--- src/rtl/seq_detect_moore_param_pkg.sv ---
// rtl/seq_detect_moore_param_pkg.sv - shared types, default configuration and masked compare for the sequence detector
package seq_detect_pkg;

  // Two-state Moore machine: z is high only in FOUND.
  typedef enum logic {
    HUNT  = 1'b0,
    FOUND = 1'b1
  } state_t;

  // Widest pattern the masked compare can handle; callers zero-extend into it.
  localparam int CMP_W = 64;

  // Configuration restored by reset (right-aligned pattern, length, overlap).
  localparam logic [7:0] DEF_PAT_C = 8'b0000_1011;
  localparam int         DEF_LEN_C = 4;
  localparam bit         DEF_OVL_C = 1'b1;

  // True when the low 'len' bits of a and b agree; bits at or above len are ignored.
  function automatic logic masked_eq(input logic [CMP_W-1:0] a,
                                     input logic [CMP_W-1:0] b,
                                     input int               len);
    logic [CMP_W-1:0] mask;
    mask = '0;
    for (int i = 0; i < CMP_W; i++) begin
      mask[i] = (i < len);
    end
    return (((a ^ b) & mask) == '0);
  endfunction

endpackage

--- src/rtl/seq_detect_moore_param_if.sv ---
// rtl/seq_detect_moore_param_if.sv - serial input, configuration and result bundle for the sequence detector
interface seq_detect_moore_param_if #(
  parameter int PAT_W = 8,
  parameter int CNT_W = 8
);
  localparam int LEN_W = $clog2(PAT_W + 1);

  logic             x_valid;
  logic             x;
  logic             cfg_we;
  logic [PAT_W-1:0] cfg_pat;
  logic [LEN_W-1:0] cfg_len;
  logic             cfg_ovl;
  logic             z;
  logic [CNT_W-1:0] match_cnt;

  // Stimulus side: drives bits and configuration, observes the result.
  modport master (
    output x_valid, x, cfg_we, cfg_pat, cfg_len, cfg_ovl,
    input  z, match_cnt
  );

  // Detector side.
  modport slave (
    input  x_valid, x, cfg_we, cfg_pat, cfg_len, cfg_ovl,
    output z, match_cnt
  );

endinterface

--- src/rtl/seq_detect_moore_param_hist.sv ---
// rtl/seq_detect_moore_param_hist.sv - bit history shift register, fill counter and length-masked hit compare
module seq_hist_shreg
  import seq_detect_pkg::*;
#(
  parameter int PAT_W = 8,
  parameter int LEN_W = $clog2(PAT_W + 1)
) (
  input  logic             clk,
  input  logic             reset_n,
  input  logic             i_clr,
  input  logic             i_valid,
  input  logic             i_x,
  input  logic [PAT_W-1:0] i_pat,
  input  logic [LEN_W-1:0] i_len,
  input  logic             i_ovl,
  output logic             o_hit
);

  logic [PAT_W-1:0] r_hist;
  logic [LEN_W-1:0] r_fill;
  logic [PAT_W-1:0] w_hist_next;
  logic [LEN_W-1:0] w_fill_inc;
  logic [CMP_W-1:0] w_cmp_a;
  logic [CMP_W-1:0] w_cmp_b;
  logic             w_cmp_eq;

  // Hit is judged on the history as it will look after this bit is shifted in.
  always_comb begin
    w_hist_next = {r_hist[PAT_W-2:0], i_x};
    w_fill_inc  = (r_fill == LEN_W'(PAT_W)) ? r_fill : r_fill + LEN_W'(1);
    w_cmp_a     = '0;
    w_cmp_b     = '0;
    w_cmp_a[PAT_W-1:0] = w_hist_next;
    w_cmp_b[PAT_W-1:0] = i_pat;
    w_cmp_eq    = masked_eq(w_cmp_a, w_cmp_b, int'(i_len));
    // A configuration load in the same cycle drops the bit, so it can never hit.
    o_hit       = i_valid && !i_clr && (i_len != '0) &&
                  (w_fill_inc >= i_len) && w_cmp_eq;
  end

  // Shift in valid bits; non-overlapping mode restarts the fill after a hit.
  always_ff @(posedge clk or negedge reset_n) begin
    if (!reset_n) begin
      r_hist <= '0;
      r_fill <= '0;
    end else if (i_clr) begin
      r_hist <= '0;
      r_fill <= '0;
    end else if (i_valid) begin
      r_hist <= w_hist_next;
      r_fill <= (o_hit && !i_ovl) ? '0 : w_fill_inc;
    end
  end

endmodule

--- src/rtl/seq_detect_moore_param.sv ---
// rtl/seq_detect_moore_param.sv - programmable Moore sequence detector top; optional match counter under SEQDET_MATCH_CNT_EN
module seq_detect_moore_param
  import seq_detect_pkg::*;
#(
  parameter int             PAT_W   = 8,
  parameter logic [PAT_W-1:0] DEF_PAT = PAT_W'(DEF_PAT_C),
  parameter int             DEF_LEN = DEF_LEN_C,
  parameter bit             DEF_OVL = DEF_OVL_C,
  parameter int             CNT_W   = 8
) (
  input  logic                    clk,
  input  logic                    reset_n,
  seq_detect_moore_param_if.slave bus
);

  localparam int LEN_W = $clog2(PAT_W + 1);

  logic [PAT_W-1:0] r_pat;
  logic [LEN_W-1:0] r_len;
  logic             r_ovl;
  logic [LEN_W-1:0] w_len_clamp;
  logic             w_hit;
  state_t           r_state;
  state_t           w_state_next;

  // Lengths beyond the history depth are clamped when loaded.
  always_comb begin
    w_len_clamp = bus.cfg_len;
    if (int'(bus.cfg_len) > PAT_W) begin
      w_len_clamp = LEN_W'(PAT_W);
    end
  end

  // Configuration registers, reloaded as a unit by cfg_we.
  always_ff @(posedge clk or negedge reset_n) begin
    if (!reset_n) begin
      r_pat <= DEF_PAT;
      r_len <= LEN_W'(DEF_LEN);
      r_ovl <= DEF_OVL;
    end else if (bus.cfg_we) begin
      r_pat <= bus.cfg_pat;
      r_len <= w_len_clamp;
      r_ovl <= bus.cfg_ovl;
    end
  end

  seq_hist_shreg #(
    .PAT_W (PAT_W),
    .LEN_W (LEN_W)
  ) u_hist (
    .clk     (clk),
    .reset_n (reset_n),
    .i_clr   (bus.cfg_we),
    .i_valid (bus.x_valid),
    .i_x     (bus.x),
    .i_pat   (r_pat),
    .i_len   (r_len),
    .i_ovl   (r_ovl),
    .o_hit   (w_hit)
  );

  // State register.
  always_ff @(posedge clk or negedge reset_n) begin
    if (!reset_n) begin
      r_state <= HUNT;
    end else begin
      r_state <= w_state_next;
    end
  end

  // Next state: FOUND persists only while hits keep arriving; cfg_we forces HUNT.
  always_comb begin
    w_state_next = r_state;
    case (r_state)
      HUNT:    w_state_next = w_hit ? FOUND : HUNT;
      FOUND:   w_state_next = w_hit ? FOUND : HUNT;
      default: w_state_next = HUNT;
    endcase
    if (bus.cfg_we) begin
      w_state_next = HUNT;
    end
  end

  assign bus.z = (r_state == FOUND);

`ifdef SEQDET_MATCH_CNT_EN
  logic [CNT_W-1:0] r_cnt;

  // Saturating hit counter, cleared with each configuration load.
  always_ff @(posedge clk or negedge reset_n) begin
    if (!reset_n) begin
      r_cnt <= '0;
    end else if (bus.cfg_we) begin
      r_cnt <= '0;
    end else if (w_hit && (r_cnt != '1)) begin
      r_cnt <= r_cnt + CNT_W'(1);
    end
  end

  assign bus.match_cnt = r_cnt;
`else
  assign bus.match_cnt = '0;
`endif

endmodule

--- src/flat_wrapper.sv ---
// flat-port wrapper written by rule: the top's interface ports become plain ports
module seq_detect_moore_param_flat import seq_detect_pkg::*;
#(
  parameter int             PAT_W   = 8,
  parameter logic [PAT_W-1:0] DEF_PAT = PAT_W'(DEF_PAT_C),
  parameter int             DEF_LEN = DEF_LEN_C,
  parameter bit             DEF_OVL = DEF_OVL_C,
  parameter int             CNT_W   = 8
)
  (clk, reset_n, bus_x_valid, bus_x, bus_cfg_we, bus_cfg_pat, bus_cfg_len, bus_cfg_ovl, bus_z, bus_match_cnt);
  seq_detect_moore_param_if #(.PAT_W(PAT_W), .CNT_W(CNT_W)) bus_i ();
  input  logic clk;
  input  logic reset_n;
  input wire logic [$bits(bus_i.x_valid)-1:0] bus_x_valid;
  input wire logic [$bits(bus_i.x)-1:0] bus_x;
  input wire logic [$bits(bus_i.cfg_we)-1:0] bus_cfg_we;
  input wire logic [$bits(bus_i.cfg_pat)-1:0] bus_cfg_pat;
  input wire logic [$bits(bus_i.cfg_len)-1:0] bus_cfg_len;
  input wire logic [$bits(bus_i.cfg_ovl)-1:0] bus_cfg_ovl;
  output wire logic [$bits(bus_i.z)-1:0] bus_z;
  output wire logic [$bits(bus_i.match_cnt)-1:0] bus_match_cnt;
  assign bus_i.x_valid = bus_x_valid;
  assign bus_i.x = bus_x;
  assign bus_i.cfg_we = bus_cfg_we;
  assign bus_i.cfg_pat = bus_cfg_pat;
  assign bus_i.cfg_len = bus_cfg_len;
  assign bus_i.cfg_ovl = bus_cfg_ovl;
  assign bus_z = bus_i.z;
  assign bus_match_cnt = bus_i.match_cnt;
  seq_detect_moore_param #(.PAT_W(PAT_W), .DEF_PAT(DEF_PAT), .DEF_LEN(DEF_LEN), .DEF_OVL(DEF_OVL), .CNT_W(CNT_W)) u_core (.clk(clk), .reset_n(reset_n), .bus(bus_i));
endmodule
--- config.mk ---
export PLATFORM = sky130hd
export DESIGN_NAME = seq_detect_moore_param_flat
export DESIGN_NICKNAME = d
export VERILOG_FILES = /design/src/rtl/seq_detect_moore_param_pkg.sv /design/src/rtl/seq_detect_moore_param_if.sv /design/src/rtl/seq_detect_moore_param_hist.sv /design/src/rtl/seq_detect_moore_param.sv /design/src/flat_wrapper.sv
export SDC_FILE = /design/constraint.sdc
export NUM_CORES = 1
export LEC_CHECK = 0
export ABC_AREA = 1
export CELL_PAD_IN_SITES_DETAIL_PLACEMENT = 1
export CELL_PAD_IN_SITES_GLOBAL_PLACEMENT = 1
export CORE_UTILIZATION = 37
export DETAILED_ROUTE_END_ITERATION = 7
export PLACE_DENSITY = 0.8
export SYNTH_ARGS = -nofsm -noshare
export SYNTH_HDL_FRONTEND = slang
export SYNTH_SLANG_ARGS = --single-unit
--- constraint.sdc ---
create_clock -name clk -period 2.5 [get_ports clk]
set_input_delay 0.25 -clock clk [delete_from_list [all_inputs] [get_ports clk]]
set_output_delay 0.25 -clock clk [all_outputs]
set_load 0.005 [all_outputs]
---- After elaboration in Yosys (flattened, before gate mapping) ----
Index checks and enable logic that the tools add are counted.
word-level totals
  bits in registers ....................... 25
  input port bits ......................... 18
  output and inout bits ................... 9
  logic and storage cells ................. 46
cells by class
  $add $sub $neg .......................... 1
  order comparisons ....................... 17
  equal/unequal tests ..................... 1
  mux-type cells .......................... 9
  bitwise logic cells ..................... 2
  reduce and logical (&&, ||, !) cells .... 10
operator list
  cell                                                                 number
  64-bit zero test                                                     1
  4-bit < comparator, first input constant                             7
  4-bit 2-to-1 mux                                                     5
  3-bit by 4-bit < comparator with 1-bit output, first input constant  4
  8-bit by 15-bit bitwise AND with 15-bit output                       1
  7-bit 2-to-1 mux                                                     2
  1-bit by 4-bit < comparator with 1-bit output, first input constant  2
  2-bit by 4-bit < comparator with 1-bit output, first input constant  2
  8-bit bitwise XOR                                                    1
  1-bit logical AND                                                    5
  4-bit by 1-bit adder with 4-bit output, second input constant        1
  4-bit equality test, second input constant                           1
  4-bit greater-or-equal comparator                                    1
  4-bit > comparator, second input constant                            1
  4-bit nonzero test                                                   1
  1-bit zero test                                                      2
  1-bit 2-to-1 mux                                                     2
  2-bit nonzero test                                                   1

---- Depth between registers and ports, before layout ----
Gate-level depths: netlist of the first run.
  word-level depth ........................ 9
  gate-level depth with buffers ........... 15
  mapped depth without buffers ............ 15

---- Cells and area by module ----
Synthesis of the first run repeated with hierarchy kept, for this count alone.
second synthesis, totals
  cells, all modules ...................... 201
  area, all modules ....................... 1463.9 um^2
modules (own cells, without submodules)
  module                  instances  cells each  area each (um^2)  sequential area each (um^2)
  seq_hist_shreg          1          133         859.6             275.3
  seq_detect_moore_param  1          68          604.3             356.6

---- Least setup slack after synthesis of the first run ----
OpenSTA, ideal clock, no wires.
  kind .................................... register to register
  start ................................... register u_core.u_hist.r_fill[0]
  end ..................................... register u_core.u_hist.r_fill[0]
  library setup time ...................... 117 ps
  arrival ................................. 1707 ps
  data required time ...................... 2383 ps
  path slack .............................. 676 ps
  stages on the path, launching flop included .. 16
  buffers on the path ..................... 0
  period minus slack after synthesis ...... 1824 ps
  path through ............................ dfrtp_1 -> inv_1 -> ha_1 -> nand2_1 -> nor2_1 -> xor2_1 -> ha_1 -> inv_1 -> nand2_1 -> nand2_1 -> nand2_1 -> nand2_1 -> a21oi_2 -> nand4_2 -> nand2_1 -> nand2_1
between the ends
  longest elaborated chain between the ends .. 9
  elaborated cells on any way between the ends .. 10
  classes of those cells .................. add/sub: 1; order compare: 1; eq/ne: 1; mux: 4; reduce/logical: 3
ends and longest elaborated chain
  element                                                                        RTL line                           source
  from (decl)                                                                    seq_detect_moore_param_hist.sv:20  logic [LEN_W-1:0] r_fill;
  from (signal assigned)                                                         seq_detect_moore_param_hist.sv:51  r_fill <= (o_hit && !i_ovl) ? '0 : w_fill_inc;
  4-bit by 1-bit adder with 4-bit output or 4-bit equality test (tied branches)  seq_detect_moore_param_hist.sv:30  w_fill_inc = (r_fill == LEN_W'(PAT_W)) ? r_fill : r_fill + LEN_W'(1);
  4-bit 2-to-1 mux *                                                             seq_detect_moore_param_hist.sv:30
  4-bit greater-or-equal comparator                                              seq_detect_moore_param_hist.sv:38  (w_fill_inc >= i_len) && w_cmp_eq;
  1-bit logical AND                                                              seq_detect_moore_param_hist.sv:37  o_hit = i_valid && !i_clr && (i_len != '0) &&
  1-bit logical AND                                                              seq_detect_moore_param_hist.sv:38
  1-bit logical AND                                                              seq_detect_moore_param_hist.sv:51
  4-bit 2-to-1 mux *                                                             seq_detect_moore_param_hist.sv:51
  4-bit 2-to-1 mux *                                                             seq_detect_moore_param_hist.sv:49  end else if (i_valid) begin
  4-bit 2-to-1 mux *                                                             seq_detect_moore_param_hist.sv:46  end else if (i_clr) begin
Every way passes the cells marked *; elsewhere a longest branch is shown, timed or not. The select of a mux whose other input is x is not followed.
A chain may end at the register's enable or synchronous reset.

---- Worst setup path after layout of the first run ----
  start ................................... register u_core.u_hist.r_fill[0]
  end ..................................... register u_core.u_hist.r_fill[1]
The elaborated chain is that of the path after synthesis.

==> metrics, run 1 <==
vias in the first global route=~1300; Via-to-Cell Ratio=~4.6; status=complete, no violations; crit-path cells=inv_1, ha_1, nand2_1, nor2_1, xor2_1, ha_1, inv_1, nand2_1, nand2_1, nand2_1, nand2_1, a21oi_2, nand4_2, nand2_1, nand2_1; Worst Setup End Kind=flop; CTS H-tree lvls=1; First-pass DRT Iterations=4; delay-heaviest family, CP=simple AND/OR/NAND/NOR gates; total track usage=0.179; Inserted Clock Buffers=3; Setup crit start kind=flop; Slowest-stage cell, CP=dfrtp_1; flop2flop setup slack=between 400 and 500 ps; share of layout cells above drive strength 1=0.0777; Iteration-0 DRC Markers=39; total of max-cap violations=0; post-synth cell types=21; Final Wtd Congestion=about 0.83; CP Class=reg2reg; CP max FO=5; yosys warns=0; n_diodes=0; dpl ws=between 400 and 500 ps; row cnt=22; Core Area=roughly 3700 sq um; initial antenna violation count=0; fin util=0.455; PortBufs=18; slowest cell delay on critical path=roughly 440 ps; Cell Pwr Density=517 nW/um^2; largest net degree at the start of global routing=26; Req. time, crit path=about 2700 ps; Peak VDD IR=between 200 and 250 uV; cell mode on critical path=nand2_1; CP bufs+invs=2; Synth-to-Final Area Change=18.0%; most common cell after layout, fill and taps aside=nand2_1; Post-Syn Area per Cell=~7.6 sq um; minimum clock period=between 2000 and 2500 ps; CTS clk-pin slew, worst paths=90 ps; Clock Tree Root=clkbuf_8; hold buffer count at CTS=0; crit path DAT=2250 ps; Resize count post-CTS=0; Die Span Y=about 64 um; Seq cells post-synth=25; Clock Skews=roughly 3 ps; Mapped Cells=about 190; die area=around 4100 sq um; final-report max-slew violation count=0; Post-DP HPWL=approximately 2.4 mm; drc violations=0; Final Hold Vio Count=0; CTS tree=yes; initial core utilization=0.385; RSZ-0062 raised after global routing=no; LEAKAGE=approximately 0.85 nW; CTS sink cnt=25; final setup violation count=0; post-synthesis sequential area ratio=0.448; fmax=a little under 500 MHz; Cell Area, Synth=~1400 sq um; Wirelength per Cell=about 12 um; Worst-Skew Late Latency=approximately 280 ps; most frequent cells in the layout=63 x nand2_1, 33 x inv_1, 20 x dfrtp_1; antenna viol nets, final=0; area of the multi-input gates=604 sq um; final wirelength=around 3.1 mm; # Post-CTS Setup Buffers=0; Tot Pwr=approximately 0.00086 W; Ports=27; Final Cycle Share=0.833; total gr overflow=0; setup TNS=0 ps; fillers=about 460; Die W=63.7 um; Clock Tree Buf Depth=2; first-pass GRT wire length=around 5.6 mm; vias=1172; Reg area=around 630 sq um; nets@finish=231; Hold Crit Class=in2async; crit path setup slack, layout=419 ps
==> registers in the layout, indices dropped and copies added, names as in the netlist <==
name,flops
u_core.r_pat,8
u_core.r_ovl,1
u_core.u_hist.r_fill,4
u_core.r_len,4
u_core.u_hist.r_hist,7
u_core.bus.z,1
==> worst paths after layout <==
check                                         from                       to  cells after the start
setup reg to reg           u_core.u_hist.r_fill[0]  u_core.u_hist.r_fill[1]                     15
max in group asynchronous                  reset_n             u_core.r_ovl                      2
hold reg to reg                    u_core.r_pat[3]          u_core.r_pat[3]                      2
hold / removal                             reset_n          u_core.r_len[0]                      2
setup / recovery           u_core.u_hist.r_fill[0]  u_core.u_hist.r_fill[1]                     15
min in group clk                    bus_cfg_pat[3]          u_core.r_pat[3]                      3
==> cells by family after synthesis <==
family | count (synthesis) | share of synthesized area
AO/OA/AOI/OAI | 22 | 0.0896
XOR/XNOR | 3 | 0.0186
adder cells (fa/ha/maj) | 6 | 0.0532
buffers and inverters | 44 | 0.142
flip-flops | 25 | 0.448
other | 1 | 0.00266
AND/OR/NAND/NOR | 85 | 0.246
==> per-layer routing <==
metal | vias up | global-route usage | wire [um] | part of all wire
li1 | 598 | - | - | -
met1 | 545 | 0.247 | 1500 | 0.48
met2 | 24 | 0.285 | 1470 | 0.47
met3 | 5 | 0.0125 | 75 | 0.024
met4 | 0 | 0.0852 | 67 | 0.022
met5 | - | 0 | 0 | 0
==> cells in the mapped netlist <==
cell / n / share of area
a21oi_1: 2 / 0.0071
a21oi_2: 1 / 0.0062
a22o_1: 1 / 0.0062
and3_2: 1 / 0.0053
buf_2: 1 / 0.0035
buf_4: 9 / 0.048
clkbuf_1: 1 / 0.0027
conb_1: 1 / 0.0027
dfrtp_1: 20 / 0.35
dfstp_2: 5 / 0.093
ha_1: 6 / 0.053
inv_1: 33 / 0.088
nand2_1: 63 / 0.17
nand3_1: 8 / 0.028
nand4_2: 1 / 0.0089
nor2_1: 10 / 0.027
nor2_2: 2 / 0.0089
o21ai_0: 11 / 0.039
o22ai_1: 7 / 0.031
xnor2_1: 1 / 0.0062
xor2_1: 2 / 0.012
==> report_power, final <==
part | total, W | switching, W | internal [W]
Sequential | 0.000452 | 0.0000194 | 0.000433
Clock | 0.000255 | 0.000142 | 0.000113
Combinational | 0.000153 | 0.0000885 | 0.0000646
Total | 0.000861 | 0.000250 | 0.000611
==> cell type report <==
cell class / count / area share
flip-flops and latches: 25 / 0.380
multi-input cells: 124 / 0.363
repair buffers: 20 / 0.117
inverters: 33 / 0.0744
well taps: 48 / 0.0361
clock buffers: 3 / 0.0248
clock inverters: 1 / 0.00451
==> stage by stage <==
stage	instance area [sq um]	std cells	hold WS [ps]
4_1_cts	1660	254	340
5_1_grt	1660	254	363
6_report	1660	254	331
3_3_place_gp	1620	250	467
3_5_place_dp	1620	250	478
2_1_floorplan	1440	193	-45.6
Note: power is estimated with default switching activity, not from simulation.
==> inputs of run 2 (changes only) <==
--- a/config.mk
+++ b/config.mk
@@ -8,9 +8,9 @@
 export ABC_AREA = 1
 export CELL_PAD_IN_SITES_DETAIL_PLACEMENT = 1
 export CELL_PAD_IN_SITES_GLOBAL_PLACEMENT = 1
-export CORE_UTILIZATION = 37
+export CORE_UTILIZATION = 33
 export DETAILED_ROUTE_END_ITERATION = 7
-export PLACE_DENSITY = 0.8
+export PLACE_DENSITY = 0.75
 export SYNTH_ARGS = -nofsm -noshare
 export SYNTH_HDL_FRONTEND = slang
 export SYNTH_SLANG_ARGS = --single-unit
==> constraint.sdc (replaced) <==
create_clock -name clk -period 1.7 [get_ports clk]
set_input_delay 0.17 -clock clk [delete_from_list [all_inputs] [get_ports clk]]
set_output_delay 0.17 -clock clk [all_outputs]
set_load 0.005 [all_outputs]
==> run 2 against run 1 <==
  * The flow now finishes with violations (negative setup slack)
  * Wire length grew 7.1%
  * Final area grew 7.4%
  * Clock power grew 46%
  * Count of clock-buffer cells in the layout is the same
  * Combinational power grew 71%
  * Total power grew 51%
  * Via count grew 2.4%
  * Core utilization shrank 1.4 points
  * Clock skew grew 2.4 ps
  * Flip-flop and latch count is the same
  * Die area grew 12%
  * Sequential share of layout area shrank 2.6 points
  * Critical path type unchanged
==> metrics, run 2 (synthesized netlist as in run 1, its figures left out) <==
status=finished with violations; failing checks=negative setup slack; initial antenna violation count=0 (unchanged); Cell Pwr Density=725 nW/um^2 (+40%); Synth-to-Final Area Change=26.8%; final setup violation count=5 (+5); Post-DP HPWL=2.58 mm (+9.1%); placed inst area=1690 sq um (+4.5%); Via-to-Cell Ratio=4.48 (-3.0%); Wirelength per Cell=12.4 um (+1.5%); Setup crit start kind=flop; largest net degree at the start of global routing=26 (unchanged); total of max-cap violations=0 (unchanged); Final Wtd Congestion=0.809 (-2.2%); CTS tree=yes; fin util=0.441 (-0.0139); worst-case reg-to-reg path depth=13 (-2); most common cell after layout, fill and taps aside=nand2_1; CP Class=reg2reg; crit path setup slack, layout=-396 ps (-815 ps); biggest regs=u_core.r_pat: 8 flops, u_core.u_hist.r_hist: 7 flops; Die Span Y=67.4 um (+5.7%); total gr overflow=0 (unchanged); r2r endpoint=u_core.u_hist.r_fill[2]; Peak VDD IR=330 uV (+62%); drc violations=0 (unchanged); Worst-Skew Late Latency=270 ps (about the same); PortBufs=18 (unchanged); first-pass GRT wire length=5.73 mm (+1.7%); Inserted Clock Buffers=3 (unchanged); CP max FO=4 (-1); Iteration-0 DRC Markers=31 (-21%); minimum clock period=2100 ps (+15.1 ps); R2R Path Start=u_core.u_hist.r_fill[0]; Clock Tree Root=clkbuf_8; CTS clk-pin slew, worst paths=100 ps (about the same); flop2flop setup slack=-400 ps (-820 ps); Final Hold Vio Count=0 (unchanged); Worst Setup End Kind=flop; most frequent cells in the layout=62 x nand2_1, 33 x inv_1, 20 x dfrtp_1; fillers=513 (+13%); final-report max-slew violation count=0 (unchanged); hold buffer count at CTS=0 (unchanged); Clock Skews=5.42 ps (+2.43 ps); share of layout cells above drive strength 1=0.151 (+0.0737); Largest Register=u_core.r_pat; CTS sink cnt=25 (unchanged); crit path DAT=2270 ps (+20 ps); CTS H-tree lvls=1 (unchanged); max FFs per register=8 (unchanged); die area=4540 sq um (+12%); dpl cells=261 (+4.4%); Final Cycle Share=1.23 (+0.401); post-layout instance area=1790 sq um (+7.4%); Req. time, crit path=1870 ps (-800 ps); First-pass DRT Iterations=4 (unchanged); vias in the first global route=1289 (+3.0%); hold slack=264 ps (-66.8 ps); Core Area=4060 sq um (+11%); n_diodes=0 (unchanged); Die W=67.4 um (+5.7%); vias=1200 (+2.4%); Ports=27 (unchanged); row cnt=23 (+4.5%); post-route insts no fill=268 (+5.5%); LEAKAGE=0.907 nW (+7.2%); nets@finish=243 (+5.2%); Clock Tree Buf Depth=2 (unchanged); RSZ-0062 raised after global routing=yes; final wirelength=3.33 mm (+7.1%); fmax=477 MHz (-0.72%); initial core utilization=0.348 (-0.0376); total track usage=0.168 (-0.0118); Hold Crit Class=in2async; antenna viol nets, final=0 (unchanged)
[run 2: worst max-delay path by stage]
stage	start	end	slack, ps	cells after the start
3_3_place_gp	u_core.u_hist.r_fill[0]	u_core.u_hist.r_fill[2]	-180	15
3_5_place_dp	u_core.u_hist.r_fill[0]	u_core.u_hist.r_fill[2]	-320	15
4_1_cts	u_core.u_hist.r_fill[0]	u_core.u_hist.r_fill[2]	-310	15
5_1_grt	u_core.u_hist.r_fill[0]	u_core.u_hist.r_fill[3]	-500	13
6_report	u_core.u_hist.r_fill[0]	u_core.u_hist.r_fill[2]	-400	13
2_1_floorplan	u_core.u_hist.r_fill[0]	u_core.u_hist.r_fill[1]	-120	15
[run 2: per-stage QoR]
stage                     worst slack, ps  total power [W]  TNS (ps)
after floorplan                      -118         0.000817      -529
after global placement               -180         0.000910      -830
after detailed placement             -316         0.000924     -1480
after CTS                            -309          0.00130     -1450
final                                -396          0.00130     -1900
after global routing                 -501          0.00137     -2430
[run 2: area by class of cell]
class | instances | area, sq um | area share
clock inverters | 1 | 7.51 | 0.00420
repair buffers | 32 | 285 | 0.160
multi-input cells | 124 | 636 | 0.355
flip-flops and latches | 25 | 632 | 0.353
well taps | 50 | 62.6 | 0.0350
clock buffers | 3 | 41.3 | 0.0231
inverters | 33 | 124 | 0.0693
[run 2: worst max-delay path: stages, from the launching register on]
cell	delay [ps]
dfrtp_1	410
buf_4	140
buf_4	130
nand3_1	140
xor2_2	190
inv_1	60
ha_1	290
nand2_1	60
inv_1	60
nand2_1	60
a21oi_2	150
nand4_2	150
nand2_1	110
nand2_1	50
[run 2: repair_timing]
action                                  in CTS  in global routing
setup buffers                                1                  2
endpoints found under the setup margin       5                  5
gates resized for setup                      4                  3
[run 2: per-layer routing]
| layer | vias up | global-route usage | share of wire |
|---|---|---|---|
| met5 | - | 0 | 0 |
| met4 | 0 | 0.0319 | 0.011 |
| met3 | 4 | 0.0203 | 0.025 |
| met2 | 23 | 0.294 | 0.49 |
| met1 | 561 | 0.221 | 0.48 |
| li1 | 612 | - | - |
[run 2: where the power goes]
group | total, W | switching [W] | internal [W]
combinational | 0.000261 | 0.000141 | 0.000120
clock | 0.000372 | 0.000206 | 0.000166
sequential | 0.000663 | 0.0000268 | 0.000636
==> inputs of run 3 (changes only) <==
--- a/config.mk
+++ b/config.mk
@@ -10,6 +10,7 @@
 export CELL_PAD_IN_SITES_GLOBAL_PLACEMENT = 1
 export CORE_UTILIZATION = 33
 export DETAILED_ROUTE_END_ITERATION = 7
+export HOLD_SLACK_MARGIN = 0.1
 export PLACE_DENSITY = 0.75
 export SYNTH_ARGS = -nofsm -noshare
 export SYNTH_HDL_FRONTEND = slang
==> results of run 3 <==
Final layout, timing and power as in run 2 (identical DEF).
